--- config.mk ---
export PLATFORM = sky130hd
export DESIGN_NAME = fifo_sync_flags
export DESIGN_NICKNAME = d
export VERILOG_FILES = /design/src/rtl/fifo_pkg.sv /design/src/rtl/fifo_ram.sv /design/src/rtl/fifo_sync_flags.sv
export SDC_FILE = /design/constraint.sdc
export NUM_CORES = 1
export LEC_CHECK = 0
export ABC_AREA = 1
export BUFFER_PORTS_ARGS = -buffer_cell sky130_fd_sc_hd__buf_2
export CAP_MARGIN = 20
export CORE_MARGIN = 2
export CORE_UTILIZATION = 55
export CTS_CLUSTER_DIAMETER = 80
export DETAILED_ROUTE_END_ITERATION = 12
export PLACE_DENSITY = 0.76
export SYNTH_ARGS = -nofsm -noshare
export SYNTH_HDL_FRONTEND = slang
export SYNTH_SLANG_ARGS = --single-unit
--- constraint.sdc ---
create_clock -name clk -period 3.1 [get_ports clk]
set_clock_uncertainty 0.1 [all_clocks]
set_input_delay 0.62 -clock clk [delete_from_list [all_inputs] [get_ports clk]]
set_output_delay 0.62 -clock clk [all_outputs]
set_load 0.1 [all_outputs]
--- src/rtl/fifo_pkg.sv ---
// Shared constants and helpers for the synchronous FIFO and its storage array.
package fifo_pkg;

    localparam int DEFAULT_FIFO_DEPTH = 8;
    localparam int DEFAULT_DATA_WIDTH = 32;

    localparam int FWFT_OFF = 0;
    localparam int FWFT_ON  = 1;

    // Ceiling log2; returns 0 for values of 0 or 1.
    function automatic int clog2(input int value);
        int result;
        int span;
        result = 0;
        span   = 1;
        while (span < value) begin
            span   = span * 2;
            result = result + 1;
        end
        return result;
    endfunction

endpackage

--- src/rtl/fifo_ram.sv ---
// Simple dual-port storage: one synchronous write port and one read port that is
// either registered (standard mode) or combinational (first-word-fall-through).
module fifo_ram
    import fifo_pkg::*;
#(
    parameter int DEPTH = DEFAULT_FIFO_DEPTH,
    parameter int WIDTH = DEFAULT_DATA_WIDTH,
    parameter int FWFT  = FWFT_OFF,
    parameter int AW    = clog2(DEFAULT_FIFO_DEPTH)
) (
    input  logic             clk,
    input  logic             rst,
    input  logic             wr_en,
    input  logic [AW-1:0]    wr_addr,
    input  logic [WIDTH-1:0] wr_data,
    input  logic             rd_en,
    input  logic [AW-1:0]    rd_addr,
    output logic [WIDTH-1:0] rd_data
);

    logic [WIDTH-1:0] mem [DEPTH];

    always_ff @(posedge clk) begin
        if (wr_en) begin
            mem[wr_addr] <= wr_data;
        end
    end

    generate
        if (FWFT == FWFT_ON) begin : g_async_read
            // The head word is gated by the caller; enable and reset have no role here.
            logic unused_ctrl;
            assign unused_ctrl = rd_en ^ rst;
            assign rd_data     = mem[rd_addr];
        end else begin : g_sync_read
            logic [WIDTH-1:0] rd_q;
            always_ff @(posedge clk) begin
                if (rst) begin
                    rd_q <= '0;
                end else if (rd_en) begin
                    rd_q <= mem[rd_addr];
                end
            end
            assign rd_data = rd_q;
        end
    endgenerate

endmodule

--- src/rtl/fifo_sync_flags.sv ---
// Single-clock FIFO with occupancy count, programmable almost-full/almost-empty
// thresholds, overflow/underflow pulses and an optional first-word-fall-through mode.
module fifo_sync_flags
    import fifo_pkg::*;
#(
    parameter int FIFO_DEPTH = DEFAULT_FIFO_DEPTH,
    parameter int DATA_WIDTH = DEFAULT_DATA_WIDTH,
    parameter int AF_TH      = FIFO_DEPTH - 2,
    parameter int AE_TH      = 2,
    parameter int FWFT       = FWFT_OFF
) (
    input  logic                               clk,
    input  logic                               rst,
    input  logic                               cs,
    input  logic                               wr_en,
    input  logic                               rd_en,
    input  logic [DATA_WIDTH-1:0]              data_in,
    output logic [DATA_WIDTH-1:0]              data_out,
    output logic                               empty,
    output logic                               full,
    output logic                               almost_empty,
    output logic                               almost_full,
    output logic [clog2(FIFO_DEPTH+1)-1:0]     count,
    output logic                               overflow,
    output logic                               underflow
);

    localparam int CW = clog2(FIFO_DEPTH + 1);
    localparam int AW = clog2(FIFO_DEPTH);
    localparam logic [AW-1:0] LAST_ADDR = AW'(FIFO_DEPTH - 1);

    logic [AW-1:0]         wr_ptr;
    logic [AW-1:0]         rd_ptr;
    logic                  wr_acc;
    logic                  rd_acc;
    logic [DATA_WIDTH-1:0] ram_rd_data;

    // A write into a full FIFO is only allowed when a read frees a slot in the same cycle.
    assign rd_acc = cs & rd_en & ~empty;
    assign wr_acc = cs & wr_en & (~full | rd_acc);

    always_ff @(posedge clk) begin
        if (rst) begin
            wr_ptr    <= '0;
            rd_ptr    <= '0;
            count     <= '0;
            overflow  <= 1'b0;
            underflow <= 1'b0;
        end else begin
            if (wr_acc) begin
                wr_ptr <= (wr_ptr == LAST_ADDR) ? '0 : wr_ptr + AW'(1);
            end
            if (rd_acc) begin
                rd_ptr <= (rd_ptr == LAST_ADDR) ? '0 : rd_ptr + AW'(1);
            end
            if (wr_acc && !rd_acc) begin
                count <= count + CW'(1);
            end else if (rd_acc && !wr_acc) begin
                count <= count - CW'(1);
            end
            overflow  <= cs & wr_en & ~wr_acc;
            underflow <= cs & rd_en & ~rd_acc;
        end
    end

    assign empty        = (count == '0);
    assign full         = (count == CW'(FIFO_DEPTH));
    assign almost_empty = (count <= CW'(AE_TH));
    assign almost_full  = (count >= CW'(AF_TH));

    fifo_ram #(
        .DEPTH (FIFO_DEPTH),
        .WIDTH (DATA_WIDTH),
        .FWFT  (FWFT),
        .AW    (AW)
    ) u_ram (
        .clk     (clk),
        .rst     (rst),
        .wr_en   (wr_acc),
        .wr_addr (wr_ptr),
        .wr_data (data_in),
        .rd_en   (rd_acc),
        .rd_addr (rd_ptr),
        .rd_data (ram_rd_data)
    );

    generate
        if (FWFT == FWFT_ON) begin : g_fwft_out
            // Forcing zero while empty keeps the post-reset value deterministic.
            assign data_out = empty ? '0 : ram_rd_data;
        end else begin : g_std_out
            assign data_out = ram_rd_data;
        end
    endgenerate

endmodule

Yosys cells after proc, flatten, opt, wreduce, memory -nomap -nowiden
Memories as Yosys holds them, arrays and structs flattened. A register that Yosys moved wholly into a read port is not among the register bits. Cells that the tools add are included.

Equal/unequal tests: 3. Reductions and logical operators: 6. $add $sub $neg: 4. $lt $le $gt $ge: 2. Multiplexer cells: 6. Bitwise gates (word level): 11.

Operator list (number): 4-bit 2-to-1 mux (2); 3-bit by 1-bit adder with 3-bit output, second input constant (2); 1-bit AND (6); 3-bit == test, second input constant (2); 3-bit 2-to-1 mux (2); 4-bit by 1-bit adder with 4-bit output, second input constant (1); 4-bit == test, second input constant (1); 4-bit by 3-bit greater-or-equal comparator with 1-bit output, second input constant (1); 4-bit by 2-bit less-or-equal comparator with 1-bit output, second input constant (1); 4-bit logical NOT (1); 1-bit NOT (4); 4-bit by 1-bit subtractor with 4-bit output, second input constant (1); 1-bit logical AND (2); 1-bit logical NOT (2); 1-bit 2-to-1 mux (2); 2-bit nonzero test (1); 1-bit OR (1).

Output and inout port bits: 42. Memory bits (writable): 256. Memories: 1. Bits in registers: 12. Bits of input ports: 37.

Memories: u_ram.mem (words 8, bits a word 32, rd ports 1, clocked after memory_dff 1, write ports 1, RTL line fifo_ram.sv:21) `logic [WIDTH-1:0] mem [DEPTH];`.

Logic depth before layout (Yosys ltp)
Word-level depth: 9. Mapped depth: 15. Depth with buffers taken out: 15.

By module
Synthesis repeated with hierarchy kept, for this count alone.

Cells, all modules: 1260. Area total of the unflattened synthesis: 12687.2 um2.

Modules (own cells, without submodules): fifo_ram (sequential area each 8328.0 um2, cells an instance 1167, times used 1, area an instance 11992.8 um2); fifo_sync_flags (sequential area each 240.2 um2, cells an instance 93, times used 1, area an instance 694.4 um2).

Worst setup path before layout
Ideal clock, no wire load.

Path kind: register to output. Start: register count[1]. End: output almost_full. Slack: -0.983 ns. Cell stages (with the launch flop): 3. Required time: 2.380 ns. Data arrival time: 3.363 ns. Cells stage by stage: dfxtp_1 > inv_1 > o21ai_0.

Word-level cells in the longest chain between the ends: 1.

RTL lines: start, declared (RTL line fifo_sync_flags.sv:23) `output logic [clog2(FIFO_DEPTH+1)-1:0] count,`; start signal, assigned (RTL line fifo_sync_flags.sv:57) `count <= count + CW'(1);`; start signal, assigned (RTL line fifo_sync_flags.sv:59) `count <= count - CW'(1);`; 4-bit by 3-bit greater-or-equal comparator with 1-bit output (RTL line fifo_sync_flags.sv:69) `assign almost_full = (count >= CW'(AF_TH));`; end, declared (RTL line fifo_sync_flags.sv:22) `output logic almost_full,`.

Every way passes these cells.

Worst setup path after layout
Start: register count[1]. End: output empty.

Word-level cells in the longest chain between the ends: 1.

RTL lines: 4-bit logical NOT (RTL line fifo_sync_flags.sv:66) `assign empty = (count == '0);`; end, declared (RTL line fifo_sync_flags.sv:19) `output logic empty,`.

Every way passes these cells.

==> results.md <==
* Layout cells sized above 1 at 11.5%
* Final #Nets at 1373
* Syn avg cell area at 10.1 sq um
* RD Place Congestion at 0.741
* Setup Fix Bufs, Post-CTS at 0
* Worst vdd ir at 0.470 mV
* Hold WC Path Type: input port to register
* Detailed Routing Iterations Pass 1 at 5
* Critical-path cell list: inv_1 > nand2_1 > nor2_2 > buf_2
* Total power at 9.54 mW
* First-pass GRT wire length at 41300 um
* Post-synthesis mux area share at 0%
* Fin cells at 1637
* Final count of pins violating max slew at 0
* Final worst setup slack at 618 ps
* Critical path's largest stage delay at 450 ps
* CP max stage cell: buf_2
* Final period utilization at 80.1%
* Clk sinks at 300
* # H-tree levels at 1
* Register area share after synthesis at 67.6%
* Detailed Place HPWL at 14200 um
* Data arrival, critical path at 1760 ps
* Clk slew on worst S/H paths at 60 ps
* Die Y-Extent at 156 um
* CTS hold repair buffers at 0
* Syn Nets at 1303
* Min cycle time layout at 2480 ps
* CTS max path bufs at 3
* CTS Buf Count at 29
* Clock Latency Late Sink at 540 ps
* Cell Area, Placed at 13500 sq um
* Setup repair after global routing missed its margin: no
* Detail Route Antenna Nets at 0
* CTS tree: done
* PortBufs at 78
* Req. time, crit path at 2380 ps
* Largest net degree at the start of global routing at 91
* Initial antenna violation count at 2
* Largest family of logic cells by synthesized area: simple AND/OR/NAND/NOR gates
* Vias/cell at 5.13
* Sequential cell area at 8570 sq um
* Synth Cell Area at 12700 sq um
* Max-cap violations at 0
* Post-synthesis simple-gate area fraction at 17.8%
* Drt drc at 0
* Fin util at 63.3%
* Distinct cells, synth at 22
* Crit Path Max Fanout at 5
* All-Layer GR Usage at 21.7%
* Status: complete, no violations
* Initial DRC Count at 747
* Fin Setup TNS at 0 ps
* Worst Tran Pin Value at 809 ps
* Area delta synth->final at 13.1%
* Final non-filler cell area at 14300 sq um
* Die W at 156 um
* Pre-CTS setup slack at 356 ps
* Root buf cell: clkbuf_16
* XOR/XNOR share of the synthesized area at 0.0691%
* Multi-input gate area in the final layout at 2850 sq um
* # IOs at 79
* Fillcell total at 1684
* Total number of vias at 8397
* Final Hold Fails at 0
* #FFs+latches synth at 300
* Fmax at 0.403 GHz
* # rows at 55
* Slew Limit Headroom at 46.0%
* Critical Path Sink Type: output port
* YS warnings at 0
* WHS at 240 ps
* Setup violations, final at 0
* Worst setup SP type: register
* Adder-cell area share of the yosys netlist at 0.849%
* Core outline area at 22600 sq um
* Initial core utilization at 56.0%
* Wire per inst at 15.7 um
* Total Die Area at 24300 sq um
* Placed Cells at 1582
* Synthesized netlist cell count at 1258
* CP Class: register to output port
* DRT Wirelength at 25800 um
* Synth Area in Compound Gates at 3.20%
* Lkg Pwr at 6.38 nW
* Total grt overflow at 0
* Vias in the first global route at 8048
* Post-CTS resize count at 0
* Power Dens Cells at 666 nW/um^2
worst paths after layout:
path	to	cells after the start	slack [ps]	from
hold reg to reg	u_ram.rd_data[3]	2	410	u_ram.rd_data[3]
setup reg to reg	count[3]	13	730	count[0]
hold / removal	overflow	3	240	wr_en
setup / recovery	empty	4	620	count[1]
cell usage after synthesis (all sizes together):
library cell | count | area share (%)
a21oi | 40 | 1.6
nand3 | 195 | 7.7
dfxtp | 44 | 7.0
fa | 1 | 0.16
ha | 7 | 0.69
nor3 | 3 | 0.12
nor2 | 18 | 0.61
or2 | 2 | 0.099
edfxtp | 256 | 61
inv | 277 | 8.2
clkbuf | 15 | 0.44
nand2 | 313 | 9.3
nand4 | 1 | 0.049
buf | 44 | 1.8
xor2 | 1 | 0.069
o21ai | 41 | 1.6
power by group:
| group | total (mW) | switching [mW] | leakage [nW] | internal [mW] |
|---|---|---|---|---|
| clock network | 3.19 | 1.40 | 0.421 | 1.80 |
| logic | 1.76 | 1.39 | 3.29 | 0.367 |
| registers | 4.59 | 0.0679 | 2.67 | 4.52 |
logic make-up (layout without fill, tap and decap cells):
logic type               Yosys count  in the layout
XOR/XNOR                           1              1
adder cells (fa/ha/maj)            8              8
AO/OA/AOI/OAI                     81             81
other                              0              2
AND/OR/NAND/NOR                  532            532
flip-flops                       300            300
buffers and inverters            336            428
layer usage:
| layer | up-vias | wire length [um] | global-route usage (%) |
|---|---|---|---|
| met3 | 41 | 1720 | 3.19 |
| met5 | - | 0 | 0 |
| met2 | 293 | 12700 | 37.6 |
| li1 | 4164 | - | - |
| met4 | 0 | 494 | 5.94 |
| met1 | 3899 | 10900 | 28.7 |
state kept, by name, indices dropped and copies added (netlist names):
signal / cells
u_ram.mem: 256
u_ram.rd_data: 32
count: 4
rd_ptr: 3
wr_ptr: 3
overflow: 1
underflow: 1
placed cells by master, fill, tap and decap left out, types with 2 or more instances in the layout:
cell	instances
diode_2	2
inv_2	3
inv_1	273
clkinv_2	7
buf_4	11
edfxtp_1	256
dfxtp_1	42
o21ai_1	9
clkbuf_1	13
nor3_1	2
nor2_4	9
a21oi_1	40
buf_2	78
clkinv_1	2
o21ai_0	32
ha_1	7
nand2_1	313
nor2_1	8
clkbuf_8	3
buf_12	9
nand3_1	195
clkbuf_16	29
or2_2	2
area by class of cell:
cell class                      instances  share of cell area (%)
Inverter                              277                    7.26
Multi-Input combinational cell        622                    19.9
Clock buffer                           45                    5.69
Timing Repair Buffer                   98                    4.56
Clock inverter                          8                   0.262
Tap cell                              285                    2.49
Antenna cell                            2                  0.0349
Sequential cell                       300                    59.8
worst max-delay path: cells and delay by family (launching register included):
kind | cells | cell delay (ps)
buffers and inverters | 2 | 580
DFF | 1 | 360
and+or+nand+nor | 2 | 280
Power figures use the tool's default switching activity.
